$ cat config.mk
export PLATFORM = sky130hd
export DESIGN_NAME = him_writer_flat
export DESIGN_NICKNAME = d
export VERILOG_FILES = /design/src/rtl/him_writer_pkg.sv /design/src/rtl/him_writer_if.sv /design/src/rtl/hit_fifo.sv /design/src/rtl/him_writer.sv /design/src/flat_wrapper.sv
export SDC_FILE = /design/constraint.sdc
export NUM_CORES = 1
export LEC_CHECK = 0
export CAP_MARGIN = 10
export CORE_ASPECT_RATIO = 1.25
export CORE_MARGIN = 8
export CORE_UTILIZATION = 60
export CTS_CLUSTER_SIZE = 8
export DETAILED_ROUTE_END_ITERATION = 16
export PLACE_DENSITY = 0.81
export SYNTH_ARGS = -nofsm -noshare
export SYNTH_HDL_FRONTEND = slang
export SYNTH_SLANG_ARGS = --single-unit
$ cat constraint.sdc
create_clock -name clk -period 8 [get_ports clk]
set_clock_uncertainty 0.15 [all_clocks]
set_input_delay 0.8 -clock clk [delete_from_list [all_inputs] [get_ports clk]]
set_output_delay 0.8 -clock clk [all_outputs]
set_load 0.1 [all_outputs]
$ cat src/rtl/him_writer_pkg.sv
// Shared constants for the hit-to-HIM writer: HCM/HIM geometry, the hit
// word width, pending-FIFO depth and the HIM address packing helper.
package him_writer_pkg;

    // HCM / HIM geometry shared with the hit count memory.
    localparam int ROWINDEXBITS_HCM = 10;
    localparam int ROWINDEXBITS_HIM = 8;
    localparam int MAXHITNBITS      = 3;

    // Default hit word width and pending-FIFO depth (power of two).
    localparam int HITDATABITS_DFLT  = 32;
    localparam int HITFIFODEPTH_DFLT = 8;
    localparam int HITFIFOPTRBITS    = $clog2(HITFIFODEPTH_DFLT);

    // Width of the HIM BRAM address: {HIM row, slot}.
    localparam int HIMADDRBITS = ROWINDEXBITS_HIM + MAXHITNBITS;

    // Outcome of an HCM write result as seen by the pairing logic.
    typedef enum logic [2:0] {
        POP_NONE,      // no write result this cycle
        POP_EMPTY,     // result arrived with nothing pending
        POP_ROWERR,    // pending head belongs to a different HCM row
        POP_NEW,       // first hit of this SSID: allocate a new HIM row
        POP_EXIST,     // further hit of a known SSID: use HCM address/slot
        POP_ROWFULL    // row already holds the maximum number of hits
    } pop_kind_e;

    // Pack a HIM row and slot into a BRAM address.
    function automatic logic [HIMADDRBITS-1:0] him_addr_pack(
        input logic [ROWINDEXBITS_HIM-1:0] row,
        input logic [MAXHITNBITS-1:0]      slot
    );
        return {row, slot};
    endfunction

endpackage

$ cat src/rtl/him_writer_if.sv
// Signal bundle between the hit source / HCM result path and the HIM writer.
// The slave side is the writer; the master side drives hits and HCM results.
// Handshake: hit_valid and hcm_valid are single-cycle strobes with no
// back-pressure; each high cycle is one transfer, sampled on the rising clock
// edge. him_write, overflow and dropped are single-cycle result pulses.
interface him_writer_if
    import him_writer_pkg::*;
#(
    parameter int HITDATABITS = HITDATABITS_DFLT
);
    // Hit side (same cycle as the HCM writeRow request)
    logic                        hit_valid;
    logic [ROWINDEXBITS_HCM-1:0] hit_row;
    logic                        hit_is_new;
    logic [HITDATABITS-1:0]      hit_data;

    // HCM result side
    logic                        hcm_valid;
    logic                        hcm_is_write;
    logic [ROWINDEXBITS_HCM-1:0] hcm_row;
    logic [MAXHITNBITS-1:0]      hcm_n_hits;
    logic [ROWINDEXBITS_HIM-1:0] hcm_address;

    // HIM write port and status
    logic                        him_write;
    logic [HIMADDRBITS-1:0]      him_addr;
    logic [HITDATABITS-1:0]      him_data;
    logic                        overflow;
    logic                        dropped;
    logic                        mismatch;
    logic                        fifo_full;
    logic                        busy;

    modport slave (
        input  hit_valid, hit_row, hit_is_new, hit_data,
        input  hcm_valid, hcm_is_write, hcm_row, hcm_n_hits, hcm_address,
        output him_write, him_addr, him_data,
        output overflow, dropped, mismatch, fifo_full, busy
    );

    modport master (
        output hit_valid, hit_row, hit_is_new, hit_data,
        output hcm_valid, hcm_is_write, hcm_row, hcm_n_hits, hcm_address,
        input  him_write, him_addr, him_data,
        input  overflow, dropped, mismatch, fifo_full, busy
    );

endinterface

$ cat src/rtl/hit_fifo.sv
// Synchronous first-word-fall-through FIFO holding pending hits until the
// matching HCM result arrives. A push while full is accepted only when a pop
// happens in the same cycle. Full/empty flags are registered and reflect the
// occupancy after this cycle's push/pop.
module hit_fifo #(
    parameter int WIDTH = 8,
    parameter int DEPTH = 8
) (
    input  logic             clk,
    input  logic             reset,
    input  logic             push,
    input  logic [WIDTH-1:0] wdata,
    input  logic             pop,
    output logic [WIDTH-1:0] rdata,
    output logic             full,
    output logic             empty
);

    localparam int PTRW = (DEPTH > 1) ? $clog2(DEPTH) : 1;

    logic [WIDTH-1:0] mem [DEPTH];
    logic [PTRW-1:0]  wr_ptr;
    logic [PTRW-1:0]  rd_ptr;
    logic [PTRW:0]    count;
    logic [PTRW:0]    count_next;
    logic             do_push;
    logic             do_pop;
    logic             full_q;
    logic             empty_q;

    // Accept/consume decisions and next occupancy.
    always_comb begin
        do_pop     = pop && !empty_q;
        do_push    = push && (!full_q || do_pop);
        count_next = count;
        case ({do_push, do_pop})
            2'b10:   count_next = count + (PTRW+1)'(1);
            2'b01:   count_next = count - (PTRW+1)'(1);
            default: count_next = count;
        endcase
    end

    // Storage array; contents need no reset, pointers and flags guard them.
    always_ff @(posedge clk) begin
        if (do_push) begin
            mem[wr_ptr] <= wdata;
        end
    end

    // Pointers, occupancy and registered flags.
    always_ff @(posedge clk) begin
        if (!reset) begin
            wr_ptr  <= '0;
            rd_ptr  <= '0;
            count   <= '0;
            full_q  <= 1'b0;
            empty_q <= 1'b1;
        end else begin
            if (do_push) begin
                wr_ptr <= wr_ptr + PTRW'(1);
            end
            if (do_pop) begin
                rd_ptr <= rd_ptr + PTRW'(1);
            end
            count   <= count_next;
            full_q  <= (count_next == (PTRW+1)'(DEPTH));
            empty_q <= (count_next == '0);
        end
    end

    assign rdata = mem[rd_ptr];
    assign full  = full_q;
    assign empty = empty_q;

endmodule

$ cat src/rtl/him_writer.sv
// Pairs each incoming hit with the HCM result for the same request and turns
// the pair into a HIM BRAM write. New SSIDs get a freshly allocated HIM row
// (slot 0); known SSIDs go to the HCM-supplied row at the pre-increment hit
// count. Saturated rows, pairing errors and FIFO overruns are flagged.
module him_writer
    import him_writer_pkg::*;
#(
    parameter int HITDATABITS  = HITDATABITS_DFLT,
    parameter int HITFIFODEPTH = HITFIFODEPTH_DFLT
) (
    input  logic              clk,
    input  logic              reset,
    him_writer_if.slave       bus
);

    localparam int ENTRYW = ROWINDEXBITS_HCM + 1 + HITDATABITS;

    logic [ENTRYW-1:0]           push_entry;
    logic [ENTRYW-1:0]           head_entry;
    logic [ROWINDEXBITS_HCM-1:0] head_row;
    logic                        head_new;
    logic [HITDATABITS-1:0]      head_data;
    logic                        fifo_full;
    logic                        fifo_empty;
    logic                        pop_req;
    pop_kind_e                   pop_kind;

    logic [ROWINDEXBITS_HIM-1:0] next_him_address;
    logic                        him_write_q;
    logic [HIMADDRBITS-1:0]      him_addr_q;
    logic [HITDATABITS-1:0]      him_data_q;
    logic                        overflow_q;
    logic                        dropped_q;
    logic                        mismatch_q;

    assign push_entry = {bus.hit_row, bus.hit_is_new, bus.hit_data};
    assign {head_row, head_new, head_data} = head_entry;

    // Only results of write requests consume a pending hit.
    assign pop_req = bus.hcm_valid && bus.hcm_is_write;

    hit_fifo #(
        .WIDTH (ENTRYW),
        .DEPTH (HITFIFODEPTH)
    ) u_hit_fifo (
        .clk   (clk),
        .reset (reset),
        .push  (bus.hit_valid),
        .wdata (push_entry),
        .pop   (pop_req),
        .rdata (head_entry),
        .full  (fifo_full),
        .empty (fifo_empty)
    );

    // Classify the HCM result against the pending FIFO head.
    always_comb begin
        pop_kind = POP_NONE;
        if (pop_req) begin
            if (fifo_empty) begin
                pop_kind = POP_EMPTY;
            end else if (head_row != bus.hcm_row) begin
                pop_kind = POP_ROWERR;
            end else if (head_new) begin
                pop_kind = POP_NEW;
            end else if (bus.hcm_n_hits == '1) begin
                pop_kind = POP_ROWFULL;
            end else begin
                pop_kind = POP_EXIST;
            end
        end
    end

    // HIM write port, status pulses, sticky mismatch and row allocator.
    always_ff @(posedge clk) begin
        if (!reset) begin
            next_him_address <= '0;
            him_write_q      <= 1'b0;
            him_addr_q       <= '0;
            him_data_q       <= '0;
            overflow_q       <= 1'b0;
            dropped_q        <= 1'b0;
            mismatch_q       <= 1'b0;
        end else begin
            him_write_q <= 1'b0;
            overflow_q  <= (pop_kind == POP_ROWFULL);
            // A lone push into a full FIFO is lost; a same-cycle pop frees room.
            dropped_q   <= bus.hit_valid && fifo_full && !pop_req;
            case (pop_kind)
                POP_EMPTY, POP_ROWERR: begin
                    mismatch_q <= 1'b1;
                end
                POP_NEW: begin
                    him_write_q      <= 1'b1;
                    him_addr_q       <= him_addr_pack(next_him_address, '0);
                    him_data_q       <= head_data;
                    // Wraps modulo the HIM row count, like the HCM allocator.
                    next_him_address <= next_him_address + ROWINDEXBITS_HIM'(1);
                end
                POP_EXIST: begin
                    him_write_q <= 1'b1;
                    him_addr_q  <= him_addr_pack(bus.hcm_address, bus.hcm_n_hits);
                    him_data_q  <= head_data;
                end
                default: begin
                end
            endcase
        end
    end

    assign bus.him_write = him_write_q;
    assign bus.him_addr  = him_addr_q;
    assign bus.him_data  = him_data_q;
    assign bus.overflow  = overflow_q;
    assign bus.dropped   = dropped_q;
    assign bus.mismatch  = mismatch_q;
    assign bus.fifo_full = fifo_full;
    assign bus.busy      = !fifo_empty;

endmodule

$ cat src/flat_wrapper.sv
// flat-port wrapper written by rule: the top's interface ports become plain ports
module him_writer_flat import him_writer_pkg::*;
#(
    parameter int HITDATABITS  = HITDATABITS_DFLT,
    parameter int HITFIFODEPTH = HITFIFODEPTH_DFLT
)
  (clk, reset, bus_hit_valid, bus_hit_row, bus_hit_is_new, bus_hit_data, bus_hcm_valid, bus_hcm_is_write, bus_hcm_row, bus_hcm_n_hits, bus_hcm_address, bus_him_write, bus_him_addr, bus_him_data, bus_overflow, bus_dropped, bus_mismatch, bus_fifo_full, bus_busy);
  him_writer_if #(.HITDATABITS(HITDATABITS)) bus_i ();
  input  logic clk;
  input  logic reset;
  input wire logic [$bits(bus_i.hit_valid)-1:0] bus_hit_valid;
  input wire logic [$bits(bus_i.hit_row)-1:0] bus_hit_row;
  input wire logic [$bits(bus_i.hit_is_new)-1:0] bus_hit_is_new;
  input wire logic [$bits(bus_i.hit_data)-1:0] bus_hit_data;
  input wire logic [$bits(bus_i.hcm_valid)-1:0] bus_hcm_valid;
  input wire logic [$bits(bus_i.hcm_is_write)-1:0] bus_hcm_is_write;
  input wire logic [$bits(bus_i.hcm_row)-1:0] bus_hcm_row;
  input wire logic [$bits(bus_i.hcm_n_hits)-1:0] bus_hcm_n_hits;
  input wire logic [$bits(bus_i.hcm_address)-1:0] bus_hcm_address;
  output wire logic [$bits(bus_i.him_write)-1:0] bus_him_write;
  output wire logic [$bits(bus_i.him_addr)-1:0] bus_him_addr;
  output wire logic [$bits(bus_i.him_data)-1:0] bus_him_data;
  output wire logic [$bits(bus_i.overflow)-1:0] bus_overflow;
  output wire logic [$bits(bus_i.dropped)-1:0] bus_dropped;
  output wire logic [$bits(bus_i.mismatch)-1:0] bus_mismatch;
  output wire logic [$bits(bus_i.fifo_full)-1:0] bus_fifo_full;
  output wire logic [$bits(bus_i.busy)-1:0] bus_busy;
  assign bus_i.hit_valid = bus_hit_valid;
  assign bus_i.hit_row = bus_hit_row;
  assign bus_i.hit_is_new = bus_hit_is_new;
  assign bus_i.hit_data = bus_hit_data;
  assign bus_i.hcm_valid = bus_hcm_valid;
  assign bus_i.hcm_is_write = bus_hcm_is_write;
  assign bus_i.hcm_row = bus_hcm_row;
  assign bus_i.hcm_n_hits = bus_hcm_n_hits;
  assign bus_i.hcm_address = bus_hcm_address;
  assign bus_him_write = bus_i.him_write;
  assign bus_him_addr = bus_i.him_addr;
  assign bus_him_data = bus_i.him_data;
  assign bus_overflow = bus_i.overflow;
  assign bus_dropped = bus_i.dropped;
  assign bus_mismatch = bus_i.mismatch;
  assign bus_fifo_full = bus_i.fifo_full;
  assign bus_busy = bus_i.busy;
  him_writer #(.HITDATABITS(HITDATABITS), .HITFIFODEPTH(HITFIFODEPTH)) u_core (.clk(clk), .reset(reset), .bus(bus_i));
endmodule
==> results.yml <==
yosys:
  syn_avg_cell_area_um2: 17.9
  synth_warnings: 0
  synth_top_area_cell: "edfxtp_1"
  synthTopCellsByCount: "edfxtp_1, mux4_2, dfxtp_1"
  yosysSeqAreaShare_pct: 72.2
  synth.top_cell.area_share_pct: 63.6
  yosys_most_used_dff: "edfxtp_1"
  syn_area_um2: 16200
  syn_inst: 907
  synthTopCellsByArea: "edfxtp_1, mux4_2, dfxtp_1, mux2_2, mux2i_1"
  synth_nets: 982
  synth-async-reset-ratio_pct: 0
  synth_edf_count: 344
  ys_ff_latch: 414
  synthDistinctLibCells: 62
  synth_most_common_cell: "edfxtp_1"
critical_path:
  worstPathRequired_ns: 8.23
  worst_setup_path_end_kind: "flip-flop"
  path_max_fanout: 52
  worst-path-buf-inv: 2
  critPathSlowestCell: "buf_4"
  critical_path_arrival_ns: 4.49
  cp-start-kind: "flip-flop"
  cp_slowest_stage_delay_ns: 0.71
  worstSetupPathType: "flip-flop to flip-flop"
  crit_chain: "buf_4, mux4_2, mux2i_1, xnor2_1, inv_1, nand3_2, o21ai_0, a21oi_1"
  cp_top_family: "multiplexers"
route:
  drtIter0Drc: 788
  drc: 0
  drt-pass1-iter-count: 5
  ant_nets: 0
  drt_wl_total_um: 35600
  num_vias: 8896
  viasPerCell: 6.17
  avgRoutedWirePerCell_um: 24.7
floorplanning:
  die_w_um: 163
  start_util_pct: 60.7
  fp.dieH_um: 200
  fp.coreArea_um2: 26700
  io_pins: 118
  die_area_um2: 32600
  rows: 67
sta:
  fin_tns_setup_ns: 0
  finalCritPeriodShare_pct: 53.3
  fin_ws_ns: 3.74
  whs_ns: 0.322
  worst_slew_pin_slew_ns: 1.07
  rsz0062_at_grt: "no"
  hold_viol: 0
  final-setup-viol-count: 0
  max_freq_mhz: 235
  slew_violations: 0
  maxSlewHeadroom_pct: 28.2
  fin_crit_ns: 4.26
clock_network:
  cts_tree: "built"
  cts_hold_buf: 0
  cts_made_buffers: 57
  cts_setup_buffers: 0
  htreeDepth: 2
  worst_skew_pair.late_latency_ns: 0.57
  path_clk_slew_ns: 0.05
  cts_root_buf: "clkbuf_16"
  max-clock-path-buffers: 3
  cts_sinks: 414
  cts_resized: 0
global_route:
  grt_pass1_vias: 9436
  grt_max_degree: 54
  grt.overflow.total: 0
  track_usage_pct: 22.1
  antenna_found_initial: 2
  grt_pass1_wl_um: 54600
power:
  peakVddDrop_v: 0.000169
  p_total_mw: 4.86
  leakage_nw: 6.14
  cellPowerDensity_nw_per_um2: 251
place:
  port-buffer-count: 117
  post-place-ws_ns: 3.88
  post-dp-hpwl_um: 19400
  globalplace.congestion: 0.769
finish:
  area_growth_pct: 19.2
  regArea_um2: 11700
  layout-drive-gt1-share_pct: 20.1
  multiInputGateArea_um2: 4220
  final_util_pct: 72.4
  fin_nets: 1121
  filler_cell_count: 1522
outcome:
  status: "complete, no violations"
flow_run:
  cap_violations: 0
worst_hold_path:
  hp-class: "flip-flop to flip-flop"
==> layout make-up <==
type                            count  share of cell area (%)
Inverter                            7                   0.136
Sequential cell                   414                    60.6
Antenna cell                        3                  0.0388
Clock inverter                      2                  0.0905
Tap cell                          345                    2.23
Multi-Input combinational cell    432                    21.8
Clock buffer                      104                    8.33
Timing Repair Buffer              134                    6.71
==> cell families (layout without fill, tap and decap cells) <==
logic type,after synthesis,in the layout,share of synthesized area (%)
AO/OA/AOI/OAI,123,123,4.58
XOR/XNOR,14,14,0.755
adder cells (fa/ha/maj),6,6,0.462
buffers and inverters,61,247,2.15
flip-flops,414,414,72.2
multiplexers,142,142,14.8
other,0,3,0
AND/OR/NAND/NOR,147,147,5.03
==> through the flow <==
step,instance area (µm²),cells
after floorplan,16200,907
after detailed placement,17700,1332
after global placement,17700,1332
after CTS,19400,1438
final,19400,1441
after global routing,19400,1440
==> layer usage <==
metal  global-route usage [%]  routed length (µm)  vias to the layer above
li1                         -                   -                     3917
met1                     26.7               13500                     4507
met2                     38.4               18500                      404
met3                     4.68                2690                       68
met4                     8.61                 902                        0
met5                        0                   0                        -
==> sequential cells by signal, indices dropped and copies added (netlist names), named ones only <==
signal and count:
u_core.bus.dropped 1, u_core.bus.him_addr 11, u_core.bus.him_data 32, u_core.bus.him_write 1, u_core.bus.mismatch 1, u_core.bus.overflow 1, u_core.next_him_address 8, u_core.u_hit_fifo.count 4
u_core.u_hit_fifo.empty 1, u_core.u_hit_fifo.full 1, u_core.u_hit_fifo.mem 344, u_core.u_hit_fifo.rd_ptr 3, u_core.u_hit_fifo.wr_ptr 3
==> worst paths after layout <==
check	start	cells past startpoint	slack, ns	endpoint
worst max-delay path	flip-flop	8	3.74	u_core.bus.him_data[5]
worst min-delay path	u_core.bus.him_data[1]	2	0.32	u_core.bus.him_data[1]
worst max register to register	flip-flop	8	3.74	u_core.bus.him_data[5]
worst min register to register	u_core.bus.him_data[1]	2	0.32	u_core.bus.him_data[1]
==> worst min-delay path: stages (launching register included) <==
cell and delay [ns]:
dfxtp_1 0.30, o21ai_0 0.06, a21oi_1 0.06
==> layout by cell type, fill, tap and decap left out, types with 4 or more instances in the layout <==
master | synthesis | routed
o221a_2 | 4 | 4
nand4_1 | 4 | 4
nor2_4 | 0 | 6
nand2_1 | 28 | 28
nor2_1 | 22 | 16
nor3_1 | 8 | 6
a21oi_1 | 46 | 46
ha_1 | 6 | 6
nand2b_1 | 10 | 10
xor2_1 | 6 | 6
and3_1 | 4 | 4
clkdlybuf4s50_1 | 0 | 117
o21ai_0 | 39 | 39
mux4_2 | 73 | 73
xnor2_1 | 8 | 8
mux2i_1 | 25 | 25
a21boi_0 | 4 | 4
a211oi_1 | 6 | 6
buf_4 | 7 | 17
dfxtp_1 | 70 | 67
clkbuf_16 | 0 | 57
edfxtp_1 | 344 | 344
mux2_2 | 42 | 42
clkbuf_1 | 24 | 46
inv_1 | 4 | 4
nand3_1 | 46 | 45
==> report_power, final <==
| group | internal [mW] | switching (mW) |
|---|---|---|
| logic | 0.131 | 0.154 |
| registers | 2.38 | 0.0204 |
| clock network | 1.34 | 0.834 |
Note: power is estimated with default switching activity, not from simulation.
